<file path="src/rtl/btn_event_gen_pkg.sv">
// Shared definitions for the button event generator: FSM state encoding
// and elaboration-time helpers for the ms prescaler and counter sizing.
package btn_event_gen_pkg;

  typedef enum logic [1:0] {
    IDLE    = 2'd0,
    PRESSED = 2'd1,
    HELD    = 2'd2
  } btn_state_e;

  // Number of clk cycles per millisecond tick.
  function automatic int ms_div(input int clkin_freq);
    return clkin_freq / 1000;
  endfunction

  function automatic int max2(input int a, input int b);
    return (a > b) ? a : b;
  endfunction

endpackage

</file>
<file path="src/rtl/btn_event_fsm.sv">
// Per-button event FSM: edge detection against a registered previous level,
// IDLE/PRESSED/HELD tracking and a ms counter for long-press and auto-repeat.
// BTN_AUTOREPEAT_EN selects whether HELD emits periodic repeat pulses; when
// undefined, HELD simply waits for release with its counter frozen at 0.
module btn_event_fsm
  import btn_event_gen_pkg::*;
#(
  parameter int LONG_PRESS_MS = 500,
  parameter int REPEAT_MS     = 100
) (
  input  logic clk,
  input  logic reset,
  input  logic p,
  input  logic tick,
  output logic btn_held,
  output logic press_pulse,
  output logic release_pulse,
  output logic long_press,
  output logic repeat_pulse
);

  localparam int CNT_W = $clog2(max2(LONG_PRESS_MS, REPEAT_MS) + 1);

  btn_state_e       state_q, state_d;
  logic [CNT_W-1:0] cnt_q, cnt_d, cnt_inc;
  logic             prev_q, prev_d;
  logic             held_q, held_d;
  logic             press_q, press_d;
  logic             release_q, release_d;
  logic             long_q, long_d;
`ifdef BTN_AUTOREPEAT_EN
  logic             repeat_q, repeat_d;
`endif

  // Next-state, counter and pulse decode; release takes priority over any tick.
  always_comb begin
    state_d   = state_q;
    cnt_d     = cnt_q;
    prev_d    = p;
    press_d   = 1'b0;
    release_d = 1'b0;
    long_d    = 1'b0;
`ifdef BTN_AUTOREPEAT_EN
    repeat_d  = 1'b0;
`endif
    cnt_inc   = cnt_q + CNT_W'(1);

    if (!p && prev_q) begin
      release_d = 1'b1;
      state_d   = IDLE;
      cnt_d     = '0;
    end else begin
      case (state_q)
        IDLE: begin
          if (p && !prev_q) begin
            press_d = 1'b1;
            cnt_d   = '0;
            state_d = PRESSED;
          end
        end
        PRESSED: begin
          if (tick) begin
            if (cnt_inc == CNT_W'(LONG_PRESS_MS)) begin
              long_d  = 1'b1;
              cnt_d   = '0;
              state_d = HELD;
            end else begin
              cnt_d = cnt_inc;
            end
          end
        end
        HELD: begin
`ifdef BTN_AUTOREPEAT_EN
          if (tick) begin
            if (cnt_inc == CNT_W'(REPEAT_MS)) begin
              repeat_d = 1'b1;
              cnt_d    = '0;
            end else begin
              cnt_d = cnt_inc;
            end
          end
`else
          cnt_d = '0;
`endif
        end
        default: begin
          state_d = IDLE;
          cnt_d   = '0;
        end
      endcase
    end

    held_d = (state_d != IDLE);
  end

  // State, counter, previous level and registered outputs; prev clears to released.
  always_ff @(posedge clk or negedge reset) begin
    if (!reset) begin
      state_q   <= IDLE;
      cnt_q     <= '0;
      prev_q    <= 1'b0;
      held_q    <= 1'b0;
      press_q   <= 1'b0;
      release_q <= 1'b0;
      long_q    <= 1'b0;
    end else begin
      state_q   <= state_d;
      cnt_q     <= cnt_d;
      prev_q    <= prev_d;
      held_q    <= held_d;
      press_q   <= press_d;
      release_q <= release_d;
      long_q    <= long_d;
    end
  end

`ifdef BTN_AUTOREPEAT_EN
  // Auto-repeat pulse register.
  always_ff @(posedge clk or negedge reset) begin
    if (!reset) begin
      repeat_q <= 1'b0;
    end else begin
      repeat_q <= repeat_d;
    end
  end

  assign repeat_pulse = repeat_q;
`else
  assign repeat_pulse = 1'b0;
`endif

  assign btn_held      = held_q;
  assign press_pulse   = press_q;
  assign release_pulse = release_q;
  assign long_press    = long_q;

endmodule

</file>
<file path="src/rtl/btn_event_gen.sv">
// Button event generator: turns debounced button levels into single-cycle
// press/release/long-press/auto-repeat events. Holds the shared free-running
// ms prescaler and one btn_event_fsm per button.
// Optional feature macro: BTN_AUTOREPEAT_EN (auto-repeat while held).
module btn_event_gen
  import btn_event_gen_pkg::*;
#(
  parameter int CLKIN_FREQ    = 27000000,
  parameter int NUM_BTNS      = 4,
  parameter int ACTIVE_LOW    = 1,
  parameter int LONG_PRESS_MS = 500,
  parameter int REPEAT_MS     = 100
) (
  input  logic                clk,
  input  logic                reset,
  input  logic [NUM_BTNS-1:0] btnIn,
  output logic [NUM_BTNS-1:0] btnHeld,
  output logic [NUM_BTNS-1:0] pressPulse,
  output logic [NUM_BTNS-1:0] releasePulse,
  output logic [NUM_BTNS-1:0] longPress,
  output logic [NUM_BTNS-1:0] repeatPulse
);

  localparam int MS_DIV = ms_div(CLKIN_FREQ);
  localparam int PW     = (MS_DIV > 1) ? $clog2(MS_DIV) : 1;

  logic [PW-1:0]       presc_q, presc_d;
  logic                tick;
  logic [NUM_BTNS-1:0] p;

  // Normalise to active-high "pressed".
  assign p = (ACTIVE_LOW != 0) ? ~btnIn : btnIn;

  // Prescaler wrap detection; tick is high for the single cycle at the wrap.
  always_comb begin
    tick    = (presc_q == PW'(MS_DIV - 1));
    presc_d = tick ? '0 : presc_q + PW'(1);
  end

  // Free-running ms prescaler, never restarted by button activity.
  always_ff @(posedge clk or negedge reset) begin
    if (!reset) begin
      presc_q <= '0;
    end else begin
      presc_q <= presc_d;
    end
  end

  for (genvar i = 0; i < NUM_BTNS; i++) begin : g_btn
    btn_event_fsm #(
      .LONG_PRESS_MS (LONG_PRESS_MS),
      .REPEAT_MS     (REPEAT_MS)
    ) u_fsm (
      .clk           (clk),
      .reset         (reset),
      .p             (p[i]),
      .tick          (tick),
      .btn_held      (btnHeld[i]),
      .press_pulse   (pressPulse[i]),
      .release_pulse (releasePulse[i]),
      .long_press    (longPress[i]),
      .repeat_pulse  (repeatPulse[i])
    );
  end

endmodule

</file>
<file path="config.mk">
export PLATFORM = sky130hd
export DESIGN_NAME = btn_event_gen
export DESIGN_NICKNAME = d
export VERILOG_FILES = /design/src/rtl/btn_event_gen_pkg.sv /design/src/rtl/btn_event_fsm.sv /design/src/rtl/btn_event_gen.sv
export SDC_FILE = /design/constraint.sdc
export NUM_CORES = 1
export LEC_CHECK = 0
export ABC_AREA = 1
export CORE_ASPECT_RATIO = 1.25
export CORE_MARGIN = 4
export CORE_UTILIZATION = 37
export DETAILED_ROUTE_END_ITERATION = 10
export GPL_ROUTABILITY_DRIVEN = 0
export PLACE_DENSITY = 0.63
export SLEW_MARGIN = 20
export SYNTH_ARGS = -nofsm -noshare
export SYNTH_HDL_FRONTEND = slang
export SYNTH_SLANG_ARGS = --single-unit
export TNS_END_PERCENT = 5
</file>
<file path="constraint.sdc">
create_clock -name clk -period 1.7 [get_ports clk]
set_input_delay 0.17 -clock clk [delete_from_list [all_inputs] [get_ports clk]]
set_output_delay 0.17 -clock clk [all_outputs]
set_load 0.05 [all_outputs]
</file>
* Word-level counts from Yosys, hierarchy flattened *
Cells that the tools add are included.

word-level totals
  input bits = 6
  flip-flop bits (word level) = 79
  logic and storage cells = 157
  output and inout bits = 20

cells by class
  add/subtract/negate cells = 5
  reduce and logical (&&, ||, !) cells = 28
  eq/ne operators = 21
  muxes and demuxes = 73
  bitwise logic cells = 1

operator list
  operator                 number
  $mux W9                  16
  $pmux W9 S2              4
  $add A9 B1 Y9 const B    4
  $eq A9 B9 Y1 const B     4
  $mux W1                  32
  $mux W2                  16
  $pmux W2 S3              4
  $ne A3 B1 Y1 const B     6
  $add A15 B1 Y15 const B  1
  $eq A15 B15 Y1 const B   1
  $mux W15                 1
  $eq A2 B1 Y1 const B     4
  $eq A2 B2 Y1 const B     4
  $logic_and A1 B1 Y1      8
  $logic_not A1 Y1         8
  $logic_not A2 Y1         4
  $reduce_and A2 Y1        4
  $reduce_bool A2 Y1       4
  $ne A3 B2 Y1 const B     2
  $not A4 Y4               1

* Logic depth before layout (Yosys ltp) *
  word-level depth = 7
  mapped depth = 11
  mapped depth without buffers = 11

* Modules after synthesis *
Synthesis repeated with hierarchy kept, for this count alone.

second synthesis, totals
  cell total of the unflattened synthesis = 590
  area, all modules = 4384.2 µm²

by module, submodules not included
  module                               area each (µm²)  seq. area each (µm²)  instances  cells an instance
  btn_event_fsm at g_btn[1].u_fsm ...  880.8            400.4                 3          117
  btn_event_gen                        880.8            375.4                 1          123
  btn_event_fsm at g_btn[0].u_fsm      860.8            400.4                 1          116

* Least setup slack after synthesis *
OpenSTA, ideal clock, no wires.

  path type = register -> register
  start point = register g_btn[2].u_fsm.cnt_q[0]
  end point = register g_btn[2].u_fsm.cnt_q[6]
  required time = 1.582 ns
  cell stages (with the launch flop) = 10
  arrival = 1.462 ns
  setup slack = 0.120 ns
  clock period less this slack = 1.580 ns
  setup time = 0.118 ns
  path through = dfrtp_1 -> ha_1 -> nand2_1 -> nor2_1 -> nand3_1 -> xor2_1 -> nor2_1 -> nand3_2 -> nand3b_1 -> nand2_1

between the ends
  cells in the longest elaborated chain, start to end = 6

ends and longest elaborated chain
  what                    RTL line              source
  from (decl)             btn_event_fsm.sv:25   logic [CNT_W-1:0] cnt_q, cnt_d, cnt_inc;
  from (signal assigned)  btn_event_fsm.sv:108  cnt_q <= cnt_d;
  $add A9 B1 Y9 *         btn_event_fsm.sv:46   cnt_inc = cnt_q + CNT_W'(1);
  $eq A9 B9 Y1            btn_event_fsm.sv:63   if (cnt_inc == CNT_W'(LONG_PRESS_MS)) begin
  $mux W9 *               btn_event_fsm.sv:63
  $mux W9 *               btn_event_fsm.sv:62   if (tick) begin
  $pmux W9 S2 *           btn_event_fsm.sv:53   case (state_q)
  $mux W9 *               btn_event_fsm.sv:48   if (!p && prev_q) begin

Every way passes the cells marked *; elsewhere a longest branch is shown, timed or not. The select of a mux whose other input is x is not followed.
A chain may end at the register's enable or synchronous reset.

* Final worst setup path *
  start point = register presc_q[12]
  end point = register g_btn[1].u_fsm.cnt_q[0]

between the ends
  cells in the longest elaborated chain, start to end = 3

ends and longest elaborated chain
  what                                RTL line              source
  from (decl)                         btn_event_gen.sv:27   logic [PW-1:0] presc_q, presc_d;
  from (signal assigned)              btn_event_gen.sv:45   presc_q <= presc_d;
  $eq A15 B15 Y1                      btn_event_gen.sv:36   tick = (presc_q == PW'(MS_DIV - 1));
  $ne A3 B2 Y1 (no source line)       -
  $reduce_and A2 Y1 (no source line)  -
  to (signal assigned)                btn_event_fsm.sv:108
  to (decl)                           btn_event_fsm.sv:25

No other way between the ends.

==> flow_summary.yaml <==
clock_tree:
  cts.path.max_buffers: 2
  insertion_delay_ns: 0.34
  cts.clk_slew.worst_paths_ns: 0.06
  cts_buffers: 9
  cts_tree: "yes"
  cts_root_buffer: "clkbuf_16"
  htree_levels: 3
  cts_sinks: 79
timing:
  fin_skew_ns: 0.006951
  worst_pin_slew_ns: 0.5084
  fin_crit_sh_pct: 101.7
  hold_violations: 0
  fin_tns_setup_ns: -0.04156
  setup_slack_ns: -0.02928
  hold_slack_ns: 0.3699
  maxSlewHeadroom_pct: 66.00
  timing.fmax_mhz: 578.3
  report.final.slew_viol_count: 0
  min_period_ns: 1.729
  setup_viol: 3
  rsz0062_at_grt: "true"
run:
  maxCapViolCount: 0
worst_setup_path:
  critPathKind: "reg2reg"
  cp_slowest_cell: "dfrtp_1"
  cp_common_cell: "nand3_4"
  endpoint_kind: "register"
  critical_path.cell_chain: "inv_2 > nand2_4 > nor3_4 > nand3_4 > nor2_8 > buf_12 > nand3_4 > inv_6 > nand2_2 > o21ai_1"
  cp_num_buf_inv: 3
  crit_path_start_kind: "register"
  critPathTopFamily: "simple AND/OR/NAND/NOR gates"
  max_stage_delay_ns: 0.39
  worst-path-max-fanout: 8
  required_ns: 1.97
  cp_data_arrival_time_ns: 1.99
layout:
  area_growth_pct: 24.80
  final_cell_count_no_fill: 722
  diodes: 0
  layout_commonest_cell: "nand2_1"
  layout-drive-gt1-share_pct: 19.76
  fin_area_sq_mm: 0.005333
  layout.nets: 601
  utilization_pct: 47.65
  mostFrequentLayoutCells: "nand2_1 (135), dfrtp_1 (78), inv_1 (64), nor2_1 (54), buf_4 (38)"
yosys:
  yosys-top-cells-area: "dfrtp_1 (46%), nand2_1 (12%), inv_1 (6.1%), nor2_1 (5.4%), nand3_1 (4.8%)"
  syn_inst: 529
  avgSynthCellArea_sq_um: 8.077
  yosysWarnings: 0
  yosysTopAreaCell: "dfrtp_1"
  ys_types: 35
  syn_area_sq_mm: 0.004273
  synth_top_area_share_pct: 46.27
  ys_seq_elements: 79
  ys_seq_area_share_pct: 46.27
floorplan:
  start_util_pct: 38.18
  row_count: 43
  io_pins: 26
  coreArea_sq_mm: 0.01119
  die-width_microns: 104.1
  die_y_microns: 128.1
  die_area_sq_mm: 0.01334
grt:
  grt_pass1_vias: 3290
  grt.total_usage_pct: 13.02
  grt-ovfl-total: 0
  grt_max_degree: 80
  antenna_found_initial: 0
  grt_pass1_wl_microns: 14240
power_and_ir_drop:
  peakVddDrop_v: 0.0003915
  total_power_mw: 4.365
  p_per_area_mw_per_mm2: 818.5
  leakagePower_nw: 2.691
placed_design:
  io_buffers: 21
  post_dp_cell_area_sq_mm: 0.004775
  place_ws_ns: -0.1408
  dp_hpwl_microns: 5753
  placed_cells_incl_taps: 701
detailed_routing:
  vias: 3440
  drcViolationCount: 0
  drt_pass1_iterations: 5
  wl_microns: 8398
  vias_per_cell: 4.765
  ant_nets: 0
  routedWlPerCell_microns: 11.63
  initialDrtViolationCount: 182
run_status:
  violations: "setup timing"
  status: "complete, but fails checks"
min_path:
  min_path_type: "in2reg"
## routing by layer
layer	track usage [%]	wire (microns)
met1	14.87	3650
met2	23.04	4300
met3	2.922	258
met4	6.416	189
met5	0	0
## Yosys cell counts
master    instances
a211o_1           1
a21oi_1           6
buf_4            20
buf_6             1
clkinv_1          1
conb_1            1
dfrtp_1          79
ha_1             13
inv_1            69
inv_2             3
nand2_1         140
nand2_2           4
nand3_1          41
nand3_2           4
nand3_4           1
nand3b_1          5
nand4_1          16
nand4_2           1
nor2_1           61
nor2_2            5
nor2_4            2
nor2_8            1
nor3_1            6
nor3_2            2
nor3_4            1
o211ai_1          2
o21a_1            1
o21ai_0          13
o21ai_1           5
o21ai_2           1
o22ai_1           2
or2_2             1
xnor2_1           6
xnor2_2           1
xor2_1           13
## cell families after synthesis
logic type               count (synthesis)  synth area share (%)
flip-flops                              79                 46.27
AO/OA/AOI/OAI                           31                 4.041
buffers and inverters                   94                 10.19
other                                    1               0.08776
adder cells (fa/ha/maj)                 13                 3.807
AND/OR/NAND/NOR                        291                 31.33
XOR/XNOR                                20                 4.275
## state kept, by name (all words and copies together) (netlist names)
signal,count
g_btn.u_fsm.cnt_q,36
g_btn.u_fsm.prev_q,4
presc_q,15
g_btn.u_fsm.state_q,8
g_btn.u_fsm.release_pulse,4
g_btn.u_fsm.btn_held,4
g_btn.u_fsm.press_pulse,4
g_btn.u_fsm.long_press,4
## cell type report
class | count | area (sq um)
clock buffers | 14 | 284.0
clock inverters | 2 | 12.51
fillers | 1034 | 5858
inverters | 73 | 284.0
multi-input cells | 359 | 2078
flip-flops and latches | 79 | 1978
well taps | 135 | 168.9
repair buffers | 60 | 526.8
## timing repair
item,in CTS,in global routing
gates resized for setup,6,54
buffers inserted,0,5
gates cloned,0,0
setup endpoints to repair,26,43
pin swaps,0,10
hold buffers,1,0
endpoints found under the hold margin,79,0
## path summary, 6_finish.rpt
path | from | end | slack [ns] | depth (start not counted)
min reg2reg | g_btn[1].u_fsm.cnt_q[6]$_DFFE_PN0P_ | g_btn[1].u_fsm.cnt_q[6]$_DFFE_PN0P_ | 0.51 | 2
min | btnIn[3] | g_btn[3].u_fsm.prev_q$_DFF_PN0_ | 0.37 | 2
max in group asynchronous | reset | g_btn[2].u_fsm.cnt_q[0]$_DFFE_PN0P_ | 0.97 | 3
max | presc_q[12]$_DFF_PN0_ | g_btn[1].u_fsm.cnt_q[0]$_DFFE_PN0P_ | -0.03 | 10
max reg2reg | presc_q[12]$_DFF_PN0_ | g_btn[1].u_fsm.cnt_q[0]$_DFFE_PN0P_ | -0.03 | 10
min in group asynchronous | reset | g_btn[2].u_fsm.cnt_q[4]$_DFFE_PN0P_ | 0.38 | 3
## worst register-to-register path, stage by stage (launching register included)
cell and delay (ns):
dfrtp_1 0.39, inv_2 0.08, nand2_4 0.06, nor3_4 0.22, nand3_4 0.12, nor2_8 0.22, buf_12 0.17, nand3_4 0.09
inv_6 0.11, nand2_2 0.08, o21ai_1 0.13
## power breakdown
group          switching, mW  internal (mW)
logic                  0.361          0.152
registers             0.0219           1.93
clock network          0.751           1.15
Power figures use the tool's default switching activity.
